`src/rtl/id_ex_pkg.sv`:
```
// Shared definitions for the ID/EX pipeline register: operation codes, control
// bundle layout and the operation-to-control decode used by the EX/MEM/WB stages.
package id_ex_pkg;

  localparam int XLEN_DEF  = 32;
  localparam int REGW_DEF  = 5;
  localparam int OPW_DEF   = 4;
  localparam int CNT_W_DEF = 16;

  localparam logic [3:0] OP_ALU_0 = 4'b0000;
  localparam logic [3:0] OP_ALU_1 = 4'b0001;
  localparam logic [3:0] OP_ALU_2 = 4'b0010;
  localparam logic [3:0] OP_ALU_3 = 4'b0011;
  localparam logic [3:0] OP_ALU_4 = 4'b0100;
  localparam logic [3:0] OP_LD    = 4'b0101;
  localparam logic [3:0] OP_SD    = 4'b0110;
  localparam logic [3:0] OP_BEQ   = 4'b0111;
  localparam logic [3:0] OP_ALU_8 = 4'b1000;

  localparam int M_READ      = 2;
  localparam int M_WRITE     = 1;
  localparam int M_BRANCH    = 0;
  localparam int WB_MEMTOREG = 1;
  localparam int WB_REGWRITE = 0;

  typedef struct packed {
    logic [2:0] m;   // {MemRead, MemWrite, Branch}
    logic [1:0] wb;  // {MemtoReg, RegWrite}
  } ctrl_t;

  function automatic ctrl_t decode_ctrl(input logic [3:0] op);
    ctrl_t c;
    c = '0;
    case (op)
      OP_ALU_0, OP_ALU_1, OP_ALU_2, OP_ALU_3, OP_ALU_4, OP_ALU_8:
        c.wb[WB_REGWRITE] = 1'b1;
      OP_LD: begin
        c.m[M_READ]        = 1'b1;
        c.wb[WB_MEMTOREG]  = 1'b1;
        c.wb[WB_REGWRITE]  = 1'b1;
      end
      OP_SD:   c.m[M_WRITE]  = 1'b1;
      OP_BEQ:  c.m[M_BRANCH] = 1'b1;
      default: c = '0;
    endcase
    return c;
  endfunction

endpackage

```
`src/rtl/id_ex_stage_reg_sat_counter.sv`:
```
// Saturating up-counter: increments on inc_i and sticks at all-ones.
module sat_counter #(
  parameter int CNT_W = 16
) (
  input  logic             clk_i,
  input  logic             rst_i,
  input  logic             inc_i,
  output logic [CNT_W-1:0] count_o
);

  logic [CNT_W-1:0] count_q;

  // NOTE: sequential state uses non-blocking assignments so every flop samples
  // pre-edge values regardless of block evaluation order.
  always_ff @(posedge clk_i or negedge rst_i) begin
    if (!rst_i) begin
      count_q <= '0;
    end else if (inc_i && (count_q != '1)) begin
      count_q <= count_q + 1'b1;
    end
  end

  assign count_o = count_q;

endmodule

```
`src/rtl/id_ex_stage_reg.sv`:
```
// ID/EX pipeline register with valid bit, stall/flush, load-use bubble insertion
// and saturating bubble/stall performance counters.
module id_ex_stage_reg
  import id_ex_pkg::*;
#(
  parameter int XLEN  = XLEN_DEF,
  parameter int REGW  = REGW_DEF,
  parameter int OPW   = OPW_DEF,
  parameter int CNT_W = CNT_W_DEF
) (
  input  logic             clk_i,
  input  logic             rst_i,
  input  logic             id_valid_i,
  input  logic [XLEN-1:0]  pc_i,
  input  logic [XLEN-1:0]  instr_i,
  input  logic [OPW-1:0]   operation_i,
  input  logic             alu_src_i,
  input  logic [XLEN-1:0]  rs1_data_i,
  input  logic [XLEN-1:0]  rs2_data_i,
  input  logic [XLEN-1:0]  imm_i,
  input  logic             stall_i,
  input  logic             flush_i,
  output logic             valid_o,
  output logic [XLEN-1:0]  pc_o,
  output logic [XLEN-1:0]  instr_o,
  output logic [XLEN-1:0]  rs1_data_o,
  output logic [XLEN-1:0]  rs2_data_o,
  output logic [XLEN-1:0]  imm_o,
  output logic [OPW-1:0]   operation_o,
  output logic             alu_src_o,
  output logic [REGW-1:0]  rs1_addr_o,
  output logic [REGW-1:0]  rs2_addr_o,
  output logic [REGW-1:0]  rd_addr_o,
  output logic [2:0]       ex_mem_m_o,
  output logic [1:0]       ex_mem_wb_o,
  output logic             hazard_o,
  output logic [CNT_W-1:0] bubble_cnt_o,
  output logic [CNT_W-1:0] stall_cnt_o
);

  logic            valid_q,    valid_d;
  logic [XLEN-1:0] pc_q,       pc_d;
  logic [XLEN-1:0] instr_q,    instr_d;
  logic [XLEN-1:0] rs1_data_q, rs1_data_d;
  logic [XLEN-1:0] rs2_data_q, rs2_data_d;
  logic [XLEN-1:0] imm_q,      imm_d;
  logic [OPW-1:0]  op_q,       op_d;
  logic            alu_src_q,  alu_src_d;
  logic [REGW-1:0] rs1_addr_q, rs1_addr_d;
  logic [REGW-1:0] rs2_addr_q, rs2_addr_d;
  logic [REGW-1:0] rd_addr_q,  rd_addr_d;
  ctrl_t           ctrl_q,     ctrl_d;

  logic [REGW-1:0] id_rs1, id_rs2;
  logic            hazard;

  assign id_rs1 = REGW'(instr_i[19:15]);
  assign id_rs2 = REGW'(instr_i[24:20]);

  // Load in EX whose destination is read by the instruction now in ID.
  assign hazard = valid_q & ctrl_q.m[M_READ] & (rd_addr_q != '0) & id_valid_i &
                  ((rd_addr_q == id_rs1) | (rd_addr_q == id_rs2));

  // NOTE: every next-state signal defaults to its current value before any
  // branch, so no path leaves a combinational output unassigned (no latches).
  always_comb begin
    valid_d    = valid_q;
    pc_d       = pc_q;
    instr_d    = instr_q;
    rs1_data_d = rs1_data_q;
    rs2_data_d = rs2_data_q;
    imm_d      = imm_q;
    op_d       = op_q;
    alu_src_d  = alu_src_q;
    rs1_addr_d = rs1_addr_q;
    rs2_addr_d = rs2_addr_q;
    rd_addr_d  = rd_addr_q;
    ctrl_d     = ctrl_q;
    if (flush_i || (!stall_i && hazard)) begin
      valid_d = 1'b0;
      ctrl_d  = '0;
    end else if (!stall_i) begin
      valid_d    = id_valid_i;
      pc_d       = pc_i;
      instr_d    = instr_i;
      rs1_data_d = rs1_data_i;
      rs2_data_d = rs2_data_i;
      imm_d      = imm_i;
      op_d       = operation_i;
      alu_src_d  = alu_src_i;
      rs1_addr_d = id_rs1;
      rs2_addr_d = id_rs2;
      rd_addr_d  = REGW'(instr_i[11:7]);
      ctrl_d     = id_valid_i ? decode_ctrl(4'(operation_i)) : '0;
    end
  end

  always_ff @(posedge clk_i or negedge rst_i) begin
    if (!rst_i) begin
      valid_q    <= 1'b0;
      pc_q       <= '0;
      instr_q    <= '0;
      rs1_data_q <= '0;
      rs2_data_q <= '0;
      imm_q      <= '0;
      op_q       <= '0;
      alu_src_q  <= 1'b0;
      rs1_addr_q <= '0;
      rs2_addr_q <= '0;
      rd_addr_q  <= '0;
      ctrl_q     <= '0;
    end else begin
      valid_q    <= valid_d;
      pc_q       <= pc_d;
      instr_q    <= instr_d;
      rs1_data_q <= rs1_data_d;
      rs2_data_q <= rs2_data_d;
      imm_q      <= imm_d;
      op_q       <= op_d;
      alu_src_q  <= alu_src_d;
      rs1_addr_q <= rs1_addr_d;
      rs2_addr_q <= rs2_addr_d;
      rd_addr_q  <= rd_addr_d;
      ctrl_q     <= ctrl_d;
    end
  end

  sat_counter #(.CNT_W(CNT_W)) u_bubble_cnt (
    .clk_i   (clk_i),
    .rst_i   (rst_i),
    .inc_i   (hazard & ~stall_i & ~flush_i),
    .count_o (bubble_cnt_o)
  );

  sat_counter #(.CNT_W(CNT_W)) u_stall_cnt (
    .clk_i   (clk_i),
    .rst_i   (rst_i),
    .inc_i   (stall_i & ~flush_i),
    .count_o (stall_cnt_o)
  );

  assign valid_o     = valid_q;
  assign pc_o        = pc_q;
  assign instr_o     = instr_q;
  assign rs1_data_o  = rs1_data_q;
  assign rs2_data_o  = rs2_data_q;
  assign imm_o       = imm_q;
  assign operation_o = op_q;
  assign alu_src_o   = alu_src_q;
  assign rs1_addr_o  = rs1_addr_q;
  assign rs2_addr_o  = rs2_addr_q;
  assign rd_addr_o   = rd_addr_q;
  assign ex_mem_m_o  = ctrl_q.m;
  assign ex_mem_wb_o = ctrl_q.wb;
  assign hazard_o    = hazard;

endmodule

```
`config.mk`:
```
export PLATFORM = sky130hd
export DESIGN_NAME = id_ex_stage_reg
export DESIGN_NICKNAME = d
export VERILOG_FILES = /design/src/rtl/id_ex_pkg.sv /design/src/rtl/id_ex_stage_reg_sat_counter.sv /design/src/rtl/id_ex_stage_reg.sv
export SDC_FILE = /design/constraint.sdc
export NUM_CORES = 1
export LEC_CHECK = 0
export CAP_MARGIN = 0
export CELL_PAD_IN_SITES_DETAIL_PLACEMENT = 2
export CELL_PAD_IN_SITES_GLOBAL_PLACEMENT = 2
export CORE_MARGIN = 5
export CORE_UTILIZATION = 28
export CTS_CLUSTER_DIAMETER = 150
export CTS_CLUSTER_SIZE = 16
export DETAILED_ROUTE_END_ITERATION = 10
export PLACE_DENSITY = 0.92
export SYNTH_ARGS = -nofsm -noshare
export SYNTH_HDL_FRONTEND = slang
export SYNTH_SLANG_ARGS = --single-unit
export TNS_END_PERCENT = 100
```
`constraint.sdc`:
```
create_clock -name clk_i -period 4.4 [get_ports clk_i]
set_input_delay 0.88 -clock clk_i [delete_from_list [all_inputs] [get_ports clk_i]]
set_output_delay 0.88 -clock clk_i [all_outputs]
set_load 0.05 [all_outputs]
```
After elaboration in Yosys (flattened, before gate mapping) --
Cells that the tools add are included.
Word-level totals: register bits after elaboration 218, bits in latches 0, memory bits (writable) 0, bits in read-only memories 0, bits of input ports 170, output and inout port bits 219, word-level logic and storage cells 59, memories kept 0
Cells by class: add/sub/neg operators 2, $mul 0, div/mod/pow operators 0, order comparisons 0, equality and inequality tests 13, shift operators 0, muxes and demuxes 9, bitwise gates (word level) 11, reductions and logical operators 9
Operators by type and width (number):
- 16-bit by 1-bit adder with 16-bit output (second input constant) | 2
- 16-bit != test (second input constant) | 2
- 4-bit by 3-bit equality test with 1-bit output (second input constant) | 4
- 5-bit two-way mux | 3
- 5-bit equality test | 2
- 4-bit by 2-bit equality test with 1-bit output (second input constant) | 2
- 1-bit AND | 7
- 7-bit OR reduction | 1
- 1-bit two-way mux | 6
- 5-bit nonzero test | 1
- 4-bit by 1-bit equality test with 1-bit output (second input constant) | 1
- 4-bit equality test (second input constant) | 1
- 4-bit logical NOT | 1
- 1-bit logical AND | 3
- 1-bit inverter | 3
- 2-bit by 1-bit != test with 1-bit output (second input constant) | 1
- 2-bit AND reduction | 1
- 1-bit logical NOT | 1
- 1-bit logical OR | 1
- 1-bit OR | 1

Depth between registers and ports, before layout --
word-level depth 8, depth in mapped cells 7

By module --
A second synthesis with hierarchy kept.
Unflattened totals: cells, all modules 556, area total of the unflattened synthesis 9027.4 um2
Modules (own cells, without submodules):
- id_ex_stage_reg | instances 1, cells an instance 412, area an instance 7308.3 um2
- sat_counter | instances 2, cells an instance 72, area an instance 859.6 um2

Worst setup path before layout --
No wires, ideal clock.
path type input port to output port, start point input instr_i[15], end point output hazard_o, arrival time 2.121 ns, required time 3.520 ns, setup slack 1.399 ns, stages on the path 4, path through xnor2_1 > nand3_1 > o22a_1 > nor2_1
On the way: word-level cells in the longest chain between the ends 3
RTL lines:
- from (decl) | RTL line id_ex_stage_reg.sv:15 | input logic [XLEN-1:0] instr_i,
- 5-bit equality test | RTL line id_ex_stage_reg.sv:62 | ((rd_addr_q == id_rs1) | (rd_addr_q == id_rs2));
- 1-bit OR | RTL line id_ex_stage_reg.sv:62
- 1-bit AND | RTL line id_ex_stage_reg.sv:61 | assign hazard = valid_q & ctrl_q.m[M_READ] & (rd_addr_q != '0) & id_valid_i &
- to (decl) | RTL line id_ex_stage_reg.sv:36 | output logic hazard_o,
No other way between the ends.

Worst setup path in the final report --
start point input instr_i[17], end point output hazard_o
Same word-level chain as after synthesis.

==> results by stage <==
Run status:
- The flow ran to the end, and the final reports show no timing, DRC or antenna violations.

Timing:
- The total count of hold-check failures in the final report is 0.
- Setup repair after global routing left no endpoint under its margin.
- Measured against its own limit, the worst slew margin works out to between 40 and 50%.
- The worst clock skew is 0.01946 ns.
- The setup TNS after final layout is 0 ns.
- Derived from the worst setup path, the maximum achievable clock frequency is 276.2 MHz.
- The max-slew violation count is 0.
- The transition time at the pin with the least slew margin is 0.8640 ns.
- The number of endpoints failing setup at the final stage is 0.
- Setup slack closes at about 0.78 ns.
- The final critical path takes up about 82% of the cycle.
- For the finished layout, the period the worst path requires is around 3.6 ns.

CTS:
- The number of setup buffers added after CTS is 0.
- TritonCTS built the clock tree.
- The maximum clock path buffer count is 3.
- CTS placed an instance of sky130_fd_sc_hd__clkbuf_16 at the clock tree root.
- The number of gates resized after CTS was 0.
- Counting the buffers created by CTS gives 16.
- Clock-pin slew was measured on the worst setup and hold paths at 0.07 ns.
- For the worst-skew pair, the clock arrives at the later sink with an insertion delay of approximately 0.49 ns.
- After clock tree synthesis, the flow added hold-fix buffers numbering 0.
- CTS built an H-tree with a depth of 1.
- The count of clock tree sinks is 202.

Logic synthesis:
- After synthesis, the share of flip-flops with an asynchronous set or reset is 100.0%.
- The dominant cell type by area after synthesis is sky130_fd_sc_hd__dfrtp_1.
- The sequential fraction of the synthesis area is between 60 and 70%.
- Ranked by total cell area, the synthesized netlist is headed by sky130_fd_sc_hd__dfrtp_1 61%, sky130_fd_sc_hd__mux2_1 20%, sky130_fd_sc_hd__mux2_2 2.3%.
- Ranked by instance count, the synthesized netlist is headed by 202 x sky130_fd_sc_hd__dfrtp_1, 150 x sky130_fd_sc_hd__mux2_1, 21 x sky130_fd_sc_hd__xor2_1.
- The most common cell in the synthesized netlist is sky130_fd_sc_hd__dfrtp_1.
- The post-synthesis instance area is 0.008263 mm2.
- The fraction of synthesized cell area taken by the top area cell type is approximately 61%.
- The number of flops mapped to enable cells by yosys is 0.
- The most instantiated flip-flop cell in the synthesis netlist is sky130_fd_sc_hd__dfrtp_1.
- The total number of yosys warnings is 0.
- The distinct cell type count after synthesis is 40.
- The net count of the mapped netlist is 720.
- Counting every instance in the synthesized netlist gives 548.
- Synthesis inferred 202 register bits.
- The synthesized area per cell is 15.08 um2.

Drt:
- The count of unresolved DRC violations after routing is 0.
- The mean number of vias per cell is 4.566.
- Across all layers, the routed design uses 5968 vias.
- For this block, the routed nets add up to ~31000 um of wire.
- The final routed wire length divided by cell count is 23.46 um.
- The remaining antenna violation count is 0.
- The number of design-rule violations left by the first detailed-router iteration is 207.
- The count of TritonRoute iterations in the first routing pass is 4.

Floorplan:
- The number of placed I/O pins is 389.
- The area of the die is 0.03305 mm2.
- Measured along the x axis, the die boundary spans 181.8 um.
- The placeable core region is roughly 0.029 mm2.
- The row count is 62.
- The initial core utilization is 28.56%.
- The floorplan step set the die height to 181.8 um.

Placement:
- Summed over all nets, the half-perimeter wirelength after detailed placement is 24230 um.
- The congestion estimate from routability-driven global placement came to 0.7740.
- The placement-stage worst setup slack is around 0.73 ns.
- Port buffering added 388 buffers.

Finish:
- For this run, the post-layout net count is around 1100.
- The area growth from synthesis to layout is 54.79%.
- Of the cells placed in the final design, the portion with a size suffix greater than 1 is under 10%.

Setup path:
- The launching element of the worst setup path is instr_i[17].
- The startpoint of the most critical register-to-register path is instr_o[8].
- The worst setup path is of the input port to output pin kind.
- The maximum fanout encountered on the critical timing path is 16.
- The element type at the critical path start is an input port.
- The required time of the critical path is 3.52 ns.
- STA classifies the critical path endpoint as an output pin.
- The data arrival time of the critical path is between 2 and 3 ns.

Power:
- For this design the ratio of total power to cell area is 451.7 mW/mm2.
- The static power due to leakage is 0.005262 uW.
- The worst ir drop on vdd is 0.2830 mV.

Flow run:
- The number of maximum-capacitance constraint violations is 0.

Global routing:
- The number of global-route vias before repair is 6985.
- The pin count of the biggest net entering global routing is 104.
- The number of antenna violations at the first check in global routing is 0.
- The total overflow left after global routing is 0.
- Global routing used 17.71% of the available tracks across all layers.
- The global-route wire length before repair is 45370 um.

Worst hold path:
- The startpoint of the worst hold path is pc_o[9].
- In this run the worst hold path is classified as register to register.
## registers in the layout, indices dropped and copies added, names as in the netlist, 3 cells and up
register / count
imm_o: 32
instr_o: 32
pc_o: 32
rs1_data_o: 32
rs2_data_o: 32
u_bubble_cnt.count_o: 16
u_stall_cnt.count_o: 16
operation_o: 4
ex_mem_m_o: 3
## final timing paths
path | slack, ns | cells after the start | to
max | 0.78 | 7 | hazard_o
min | 0.48 | 1 | pc_o[9]
max reg2reg | 1.50 | 5 | instr_o[0]
min reg2reg | 0.48 | 1 | pc_o[9]
max in group asynchronous | 2.93 | 2 | rs1_data_o[14]
min in group asynchronous | 0.49 | 1 | u_stall_cnt.count_o[1]
## area by class of cell
type,count,area (um2)
fillers,2795,16150
multi-input cells,306,2846
clock inverters,1,8.758
clock buffers,17,425.4
flip-flops and latches,202,5055
repair buffers,393,3960
diodes,1,2.502
inverters,3,11.26
well taps,384,480.5
## routing by layer
metal  vias to the layer above  global-route usage, %  share of wire (%)
met4                         0                  3.332                2.1
met2                       243                  34.10                 54
met1                      3022                  19.52                 37
met3                        30                  4.782                7.1
met5                         -                      0                  0
li1                       2673                      -                  -
## worst max-delay path, cell delays in order
cell and delay, ns:
sky130_fd_sc_hd__clkdlybuf4s50_1 0.47, sky130_fd_sc_hd__xnor2_1 0.23, sky130_fd_sc_hd__nand3_1 0.20, sky130_fd_sc_hd__o22a_1 0.27, sky130_fd_sc_hd__buf_4 0.20, sky130_fd_sc_hd__nor2_1 0.23
sky130_fd_sc_hd__buf_4 0.26
## stage by stage
step | std cells | power, uW | cell area, um2 | util [%] | hold slack [ns]
finish | 1307 | 5777 | 12790 | 44.20 | 0.4846
detailed placement | 1288 | 4496 | 12350 | 42.69 | 0.4737
global route | 1306 | 6025 | 12790 | 44.19 | 0.4968
floorplan | 548 | 3569 | 8263 | - | 0.5844
global placement | 1288 | 4410 | 12350 | 42.69 | 0.4609
CTS | 1306 | 5893 | 12790 | 44.19 | 0.4904
## cell families after synthesis
| family | Yosys count | share of synthesized area (%) |
|---|---|---|
| buffers and inverters | 40 | 4.376 |
| DFF | 202 | 61.18 |
| and+or+nand+nor | 80 | 5.285 |
| AOI/OAI and AO/OA | 18 | 1.969 |
| adders and majority gates | 2 | 0.3028 |
| muxes | 167 | 22.76 |
| xor gates and xnor gates | 39 | 4.134 |
## cell usage in the layout (no fill, tap or decap), types with 3 or more instances in the layout
cell type	count
sky130_fd_sc_hd__clkdlybuf4s50_1	386
sky130_fd_sc_hd__and4_1	4
sky130_fd_sc_hd__mux2_1	150
sky130_fd_sc_hd__dfrtp_1	202
sky130_fd_sc_hd__mux2_2	17
sky130_fd_sc_hd__xor2_1	21
sky130_fd_sc_hd__nand2_1	12
sky130_fd_sc_hd__nor2_1	7
sky130_fd_sc_hd__nor3_1	10
sky130_fd_sc_hd__nor4_1	7
sky130_fd_sc_hd__inv_1	3
sky130_fd_sc_hd__xnor2_1	18
sky130_fd_sc_hd__buf_4	3
sky130_fd_sc_hd__buf_12	3
sky130_fd_sc_hd__a32o_1	3
sky130_fd_sc_hd__nand3_1	15
sky130_fd_sc_hd__nand4_1	9
sky130_fd_sc_hd__and3_1	9
sky130_fd_sc_hd__clkbuf_16	17
## power by group
part	total (uW)	leakage [uW]	internal [uW]	switching (uW)
clock	1350	0.000214	688	661
sequential	2300	0.00244	2110	189
combinational	2130	0.00261	762	1370
total	5780	0.00526	3560	2220
Power figures use the tool's default switching activity.
